### src/rtl/pipeline_ctrl_pkg.sv
// Shared definitions for the pipeline hazard/sequencing controller.
//   - hz_state_e : controller FSM states
//   - REG_ZERO   : hard-wired zero register index (never a hazard source)
//   - CTRL_*     : bit positions of the WB/MEM/EX control fields in the
//                  ID/EX register; a bubble clears all of them
//   - src_hits   : helper that tests one ID source operand against a
//                  destination register
package pipeline_ctrl_pkg;

  typedef enum logic [1:0] {
    RUN         = 2'd0,
    LOAD_BUBBLE = 2'd1,
    MEM_WAIT    = 2'd2
  } hz_state_e;

  localparam logic [4:0] REG_ZERO = 5'd0;

  // ID/EX control field layout: WB in the low bits, then MEM, then EX.
  localparam int unsigned CTRL_WB_REGWRITE = 0;
  localparam int unsigned CTRL_WB_MEMTOREG = 1;
  localparam int unsigned CTRL_MEM_READ    = 2;
  localparam int unsigned CTRL_MEM_WRITE   = 3;
  localparam int unsigned CTRL_MEM_BRANCH  = 4;
  localparam int unsigned CTRL_EX_ALUSRC   = 5;
  localparam int unsigned CTRL_EX_ALUOP_LO = 6;
  localparam int unsigned CTRL_EX_ALUOP_HI = 7;
  localparam int unsigned CTRL_EX_REGDST   = 8;
  localparam int unsigned CTRL_W           = 9;

  // Control word loaded into ID/EX: all fields cleared when flushing.
  function automatic logic [CTRL_W-1:0] idex_ctrl(input logic [CTRL_W-1:0] ctrl,
                                                  input logic              flush);
    return flush ? '0 : ctrl;
  endfunction

  function automatic logic src_hits(input logic       uses,
                                    input logic [4:0] src,
                                    input logic [4:0] dst);
    return uses && (src == dst);
  endfunction

endpackage

### src/rtl/sat_counter.sv
// Saturating up-counter.
//   clk, rst : clock, asynchronous active-high reset (clears to 0)
//   clr      : synchronous clear (wins over inc)
//   inc      : add one, holding at all-ones
//   cnt      : current count
module sat_counter #(
  parameter int unsigned W = 32
) (
  input  logic         clk,
  input  logic         rst,
  input  logic         clr,
  input  logic         inc,
  output logic [W-1:0] cnt
);

  logic [W-1:0] cnt_q;
  logic [W-1:0] cnt_d;

  always_comb begin
    cnt_d = cnt_q;
    if (clr) begin
      cnt_d = '0;
    end else if (inc && (cnt_q != '1)) begin
      cnt_d = cnt_q + 1'b1;
    end
  end

  always_ff @(posedge clk or posedge rst) begin
    if (rst) begin
      cnt_q <= '0;
    end else begin
      cnt_q <= cnt_d;
    end
  end

  assign cnt = cnt_q;

endmodule

### src/rtl/pipeline_hazard_ctrl.sv
// Hazard and sequencing controller for the 5-stage integer pipeline.
// Produces write-enable/flush controls for PC, IF/ID, ID/EX and a hold for
// EX/MEM. Event priority: memory freeze > EX redirect > load-use.
//   CLK, RESET            : clock, asynchronous active-high reset
//   id_*                  : ID-stage instruction operand usage
//   ex_*                  : EX-stage load/destination/redirect info
//   mem_req, mem_ready    : data-memory handshake from MEM stage
//   pc_write .. ex_mem_hold : combinational pipeline controls
//   mem_timeout           : sticky flag, memory wait exceeded MEM_TIMEOUT
//   stall_cycles          : saturating count of cycles with pc_write=0
//   flush_events          : saturating count of applied redirects
module pipeline_hazard_ctrl
  import pipeline_ctrl_pkg::*;
#(
  parameter int unsigned CNT_W       = 32,
  parameter int unsigned MEM_TIMEOUT = 256,
  parameter int unsigned TO_W        = 9
) (
  input  logic             CLK,
  input  logic             RESET,
  input  logic             id_valid,
  input  logic [4:0]       id_rs1,
  input  logic [4:0]       id_rs2,
  input  logic             id_uses_rs1,
  input  logic             id_uses_rs2,
  input  logic             ex_valid,
  input  logic             ex_mem_read,
  input  logic [4:0]       ex_regdst,
  input  logic             ex_redirect,
  input  logic             mem_req,
  input  logic             mem_ready,
  output logic             pc_write,
  output logic             if_id_write,
  output logic             if_id_flush,
  output logic             id_ex_write,
  output logic             id_ex_flush,
  output logic             ex_mem_hold,
  output logic             mem_timeout,
  output logic [CNT_W-1:0] stall_cycles,
  output logic [CNT_W-1:0] flush_events
);

  localparam logic [TO_W-1:0] TO_LIMIT = TO_W'(MEM_TIMEOUT);

  hz_state_e       state_q, state_d;
  logic [TO_W-1:0] to_cnt_q, to_cnt_d;
  logic            mem_timeout_q, mem_timeout_d;

  logic freeze;
  logic load_use;
  logic redirect_apply;

  assign freeze = ~mem_ready & (mem_req | (state_q == MEM_WAIT));

  assign load_use = ex_valid && ex_mem_read && (ex_regdst != REG_ZERO) && id_valid &&
                    (src_hits(id_uses_rs1, id_rs1, ex_regdst) ||
                     src_hits(id_uses_rs2, id_rs2, ex_regdst));

  // A redirect seen during a freeze stays asserted (EX is frozen), so it is
  // applied and counted only in the first unfrozen cycle.
  assign redirect_apply = ex_redirect & ~freeze & ~RESET;

  always_comb begin
    state_d     = RUN;
    pc_write    = 1'b1;
    if_id_write = 1'b1;
    if_id_flush = 1'b0;
    id_ex_write = 1'b1;
    id_ex_flush = 1'b0;
    ex_mem_hold = 1'b0;
    if (RESET) begin
      pc_write    = 1'b0;
      if_id_write = 1'b0;
      id_ex_write = 1'b0;
      if_id_flush = 1'b1;
      id_ex_flush = 1'b1;
    end else if (freeze) begin
      pc_write    = 1'b0;
      if_id_write = 1'b0;
      id_ex_write = 1'b0;
      ex_mem_hold = 1'b1;
      state_d     = MEM_WAIT;
    end else if (ex_redirect) begin
      if_id_flush = 1'b1;
      id_ex_flush = 1'b1;
    end else if (load_use && (state_q == RUN)) begin
      // Bubble goes into EX this cycle; LOAD_BUBBLE masks the same
      // hazard on the next cycle while the load moves on to MEM.
      pc_write    = 1'b0;
      if_id_write = 1'b0;
      id_ex_flush = 1'b1;
      state_d     = LOAD_BUBBLE;
    end
  end

  always_comb begin
    to_cnt_d      = '0;
    mem_timeout_d = mem_timeout_q | (to_cnt_q == TO_LIMIT);
    if (state_q == MEM_WAIT) begin
      to_cnt_d = (to_cnt_q == TO_LIMIT) ? to_cnt_q : to_cnt_q + 1'b1;
    end
  end

  always_ff @(posedge CLK or posedge RESET) begin
    if (RESET) begin
      state_q       <= RUN;
      to_cnt_q      <= '0;
      mem_timeout_q <= 1'b0;
    end else begin
      state_q       <= state_d;
      to_cnt_q      <= to_cnt_d;
      mem_timeout_q <= mem_timeout_d;
    end
  end

  assign mem_timeout = mem_timeout_q;

  sat_counter #(.W(CNT_W)) u_stall_cnt (
    .clk (CLK),
    .rst (RESET),
    .clr (1'b0),
    .inc (~pc_write),
    .cnt (stall_cycles)
  );

  sat_counter #(.W(CNT_W)) u_flush_cnt (
    .clk (CLK),
    .rst (RESET),
    .clr (1'b0),
    .inc (redirect_apply),
    .cnt (flush_events)
  );

endmodule

### config.mk
export PLATFORM = sky130hd
export DESIGN_NAME = pipeline_hazard_ctrl
export DESIGN_NICKNAME = d
export VERILOG_FILES = /design/src/rtl/pipeline_ctrl_pkg.sv /design/src/rtl/sat_counter.sv /design/src/rtl/pipeline_hazard_ctrl.sv
export SDC_FILE = /design/constraint.sdc
export NUM_CORES = 1
export LEC_CHECK = 0
export ABC_AREA = 1
export CAP_MARGIN = 20
export CORE_MARGIN = 5
export CORE_UTILIZATION = 53
export CTS_CLUSTER_DIAMETER = 60
export CTS_CLUSTER_SIZE = 25
export DETAILED_ROUTE_END_ITERATION = 8
export GPL_TIMING_DRIVEN = 1
export PLACE_DENSITY = 0.79
export SETUP_SLACK_MARGIN = 0.05
export SKIP_CTS_REPAIR_TIMING = 1
export SYNTH_ARGS = -nofsm -noshare
export SYNTH_HDL_FRONTEND = slang
export SYNTH_SLANG_ARGS = --single-unit
### constraint.sdc
create_clock -name CLK -period 3.1 [get_ports CLK]
set_clock_uncertainty 0.05 [all_clocks]
set_input_delay 0.465 -clock CLK [delete_from_list [all_inputs] [get_ports CLK]]
set_output_delay 0.465 -clock CLK [all_outputs]
set_load 0.02 [all_outputs]
==> flow_metrics.env <==
export IMPL_wire_per_inst_um=13.9
export IMPL_syn_inst=728
export IMPL_die_w_um=107
export IMPL_path_max_fanout=3
export IMPL_dieArea_um2=11500
export IMPL_rsz0062_at_grt="no"
export IMPL_synth_avg_cell_area_um2=6.91
export IMPL_cts_tree="yes"
export IMPL_dr_first_iter_drc_count=279
export IMPL_end_kind="output port"
export IMPL_peakVddDrop_v=0.000353
export IMPL_synth_edf_count=0
export IMPL_cts_sinks=76
export IMPL_antenna_found_initial=0
export IMPL_fin_tns_setup_ns=0
export IMPL_p_per_area_nw_per_um2=417
export IMPL_grt_pass1_vias=4750
export IMPL_fill_cells=797
export IMPL_fin_util_pct=67.9
export IMPL_synth_async_reset_ratio_pct=100
export IMPL_drt_total_wl_um=13300
export IMPL_p_leak_nw=2.89
export IMPL_crit_type="input pin to output port"
export IMPL_io_pins=96
export IMPL_grt_usage_pct=23.9
export IMPL_hold_depth=1
export IMPL_cts_buffers=9
export IMPL_grt_pass1_wl_um=22600
export IMPL_hold_class="flop to flop"
export IMPL_clk_pin_slew_ns=0.08
export IMPL_status="finished clean"
export IMPL_core_area_um2=9240
export IMPL_vias=5040
export IMPL_viasPerCell=5.27
export IMPL_clock_path_buffers=2
export IMPL_ant_nets=0
export IMPL_finalHoldViolations=0
export IMPL_rr_worst_depth=13
export IMPL_hpwl_um=9970
export IMPL_cp_start_kind="input pin"
export IMPL_synth_seq_cells=76
export IMPL_drv_cap=0
export IMPL_worstPathCellList="clkdlybuf4s50_1 > inv_1 > nand2_1 > nand2_1 > nor2_1 > nand3_1 > nand2_1 > nand3_1 > nand2_2 > inv_1 > clkdlybuf4s50_1"
export IMPL_drv_slew=0
export IMPL_cts_root_buf="clkbuf_8"
export IMPL_synth_nets=757
export IMPL_synthFlopType="dfrtp_1"
export IMPL_setup_viol=0
export IMPL_max_freq_ghz=0.363
export IMPL_grt_start_max_net_pins=77
export IMPL_path_buf_inv=4
export IMPL_slew_headroom_pct=35.9
export IMPL_grt_overflow=0
export IMPL_crit_family="buffers and inverters"
export IMPL_yosys_top_cells_area="dfrtp_1 38%, nand2_1 21%, nor2_1 6.2%"
export IMPL_period_share_pct=88.9
export IMPL_drtPass1Iterations=5
export IMPL_cpMaxStageDelayCell="clkdlybuf4s50_1"
export IMPL_synth_seq_area_share_pct=37.8
export IMPL_critical_path_max_stage_delay_ns=0.54
export IMPL_start_util_pct=54.4
export IMPL_ctsHtreeMaxLevel=3
export IMPL_fin_crit_ns=2.76
export IMPL_synth_top_area_share_pct=37.8
export IMPL_clk_latency_ns=0.34
export IMPL_numPortBuffers=95
export IMPL_die_h_um=107
export IMPL_synth_top_area_cell="dfrtp_1"
export IMPL_syn_area_um2=5030
export IMPL_yosys_warnings=0
export IMPL_tightestPinTransition_ns=0.961
export IMPL_critical_path_required_ns=2.58
export IMPL_area_growth_pct=24.9
export IMPL_crit_arrival_ns=2.24
export IMPL_rows=35
export IMPL_ys_types=34
export IMPL_gp_congestion=0.934
export IMPL_path_common_cell="nand2_1"
export IMPL_path_depth=11
export IMPL_drc=0
export IMPL_antenna_cells=0
export IMPL_layout_drive_gt1_share_pct=7.61
export IMPL_nets=852
[synth_stat cells, types with 5 or more instances]
master,number
nand2_1,279
nor2_1,83
dfrtp_1,76
inv_1,65
nand3_1,62
xor2_1,31
nor3_1,20
nand4_1,16
nand3b_1,9
inv_2,7
nand2_2,7
xnor2_1,7
a21oi_1,6
buf_2,6
buf_6,6
nor2_2,6
o21ai_2,6
o21ai_0,5
[layout by cell type (no fill, tap or decap), types with 4 or more instances in the layout]
cell type and count:
ha_1 4, inv_1 64, nand3_1 62, nand2_2 7, nand3b_1 9, nor2_2 6
nand4_1 16, o21ai_2 6, o21ai_0 5, dfrtp_1 76, nand2_1 279, nor2_1 83
clkbuf_8 9, nor3_1 20, xor2_1 31, inv_2 7, nor2_4 4, a21oi_1 6
xnor2_1 7, nor3_2 4, clkdlybuf4s50_1 95
[state kept, by name (all words and copies together) (netlist names)]
name,count
u_flush_cnt.cnt,32
u_stall_cnt.cnt,32
to_cnt_q,9
state_q,2
mem_timeout,1
[through the flow]
step | setup slack (ns) | instance area, um^2 | cells | power, mW | hold slack (ns)
finish | 0.343 | 6280 | 957 | 2.62 | 0.442
global route | 0.161 | 6280 | 957 | 2.74 | 0.491
CTS | 0.357 | 6280 | 957 | 2.63 | 0.447
detailed placement | 0.360 | 6050 | 941 | 1.78 | 0.422
global placement | 0.422 | 6050 | 941 | 1.76 | 0.405
floorplan | 0.294 | 5030 | 728 | 1.51 | 0.474
[cell type report]
type,count,area (um^2),area share [%]
inverters,72,274,4.36
flip-flops and latches,76,1900,30.3
clock buffers,9,124,1.97
multi-input cells,566,2740,43.7
well taps,129,161,2.57
repair buffers,98,973,15.5
clock inverters,7,100,1.59
[per-layer routing]
layer	part of all wire (%)	wire length, um	track usage [%]
met1	43	5740	30.7
met5	0	0	0
met3	4.8	642	3.48
met2	49	6480	40.5
met4	3.4	447	9.65
[power breakdown]
| part | switching [mW] | internal, mW | total (mW) | leakage [nW] |
|---|---|---|---|---|
| Sequential | 0.116 | 1.07 | 1.18 | 1.04 |
| Clock | 0.398 | 0.459 | 0.857 | 0.114 |
| Combinational | 0.315 | 0.260 | 0.576 | 1.73 |
[cell families (layout without fill, tap and decap cells)]
family | after synthesis | count (layout) | synth area share [%]
AO/OA/AOI/OAI | 22 | 22 | 2.94
XOR/XNOR | 38 | 38 | 6.62
adder cells (fa/ha/maj) | 4 | 4 | 0.995
buffers and inverters | 86 | 186 | 7.61
flip-flops | 76 | 76 | 37.8
AND/OR/NAND/NOR | 502 | 502 | 44.0
[final timing paths]
path	to	from	slack, ns
worst max-delay path	pc_write	ex_regdst[4]	0.34
worst min register to register	mem_timeout$_DFF_PP0_	mem_timeout$_DFF_PP0_	0.44
min in group asynchronous	u_stall_cnt.cnt[5]$_DFFE_PP0P_	RESET	0.89
worst max register to register	u_stall_cnt.cnt[22]$_DFFE_PP0P_	u_stall_cnt.cnt[0]$_DFFE_PP0P_	0.79
max in group asynchronous	u_flush_cnt.cnt[23]$_DFFE_PP0P_	RESET	1.52
worst min-delay path	mem_timeout$_DFF_PP0_	mem_timeout$_DFF_PP0_	0.44
(Power assumes the default switching activity.)
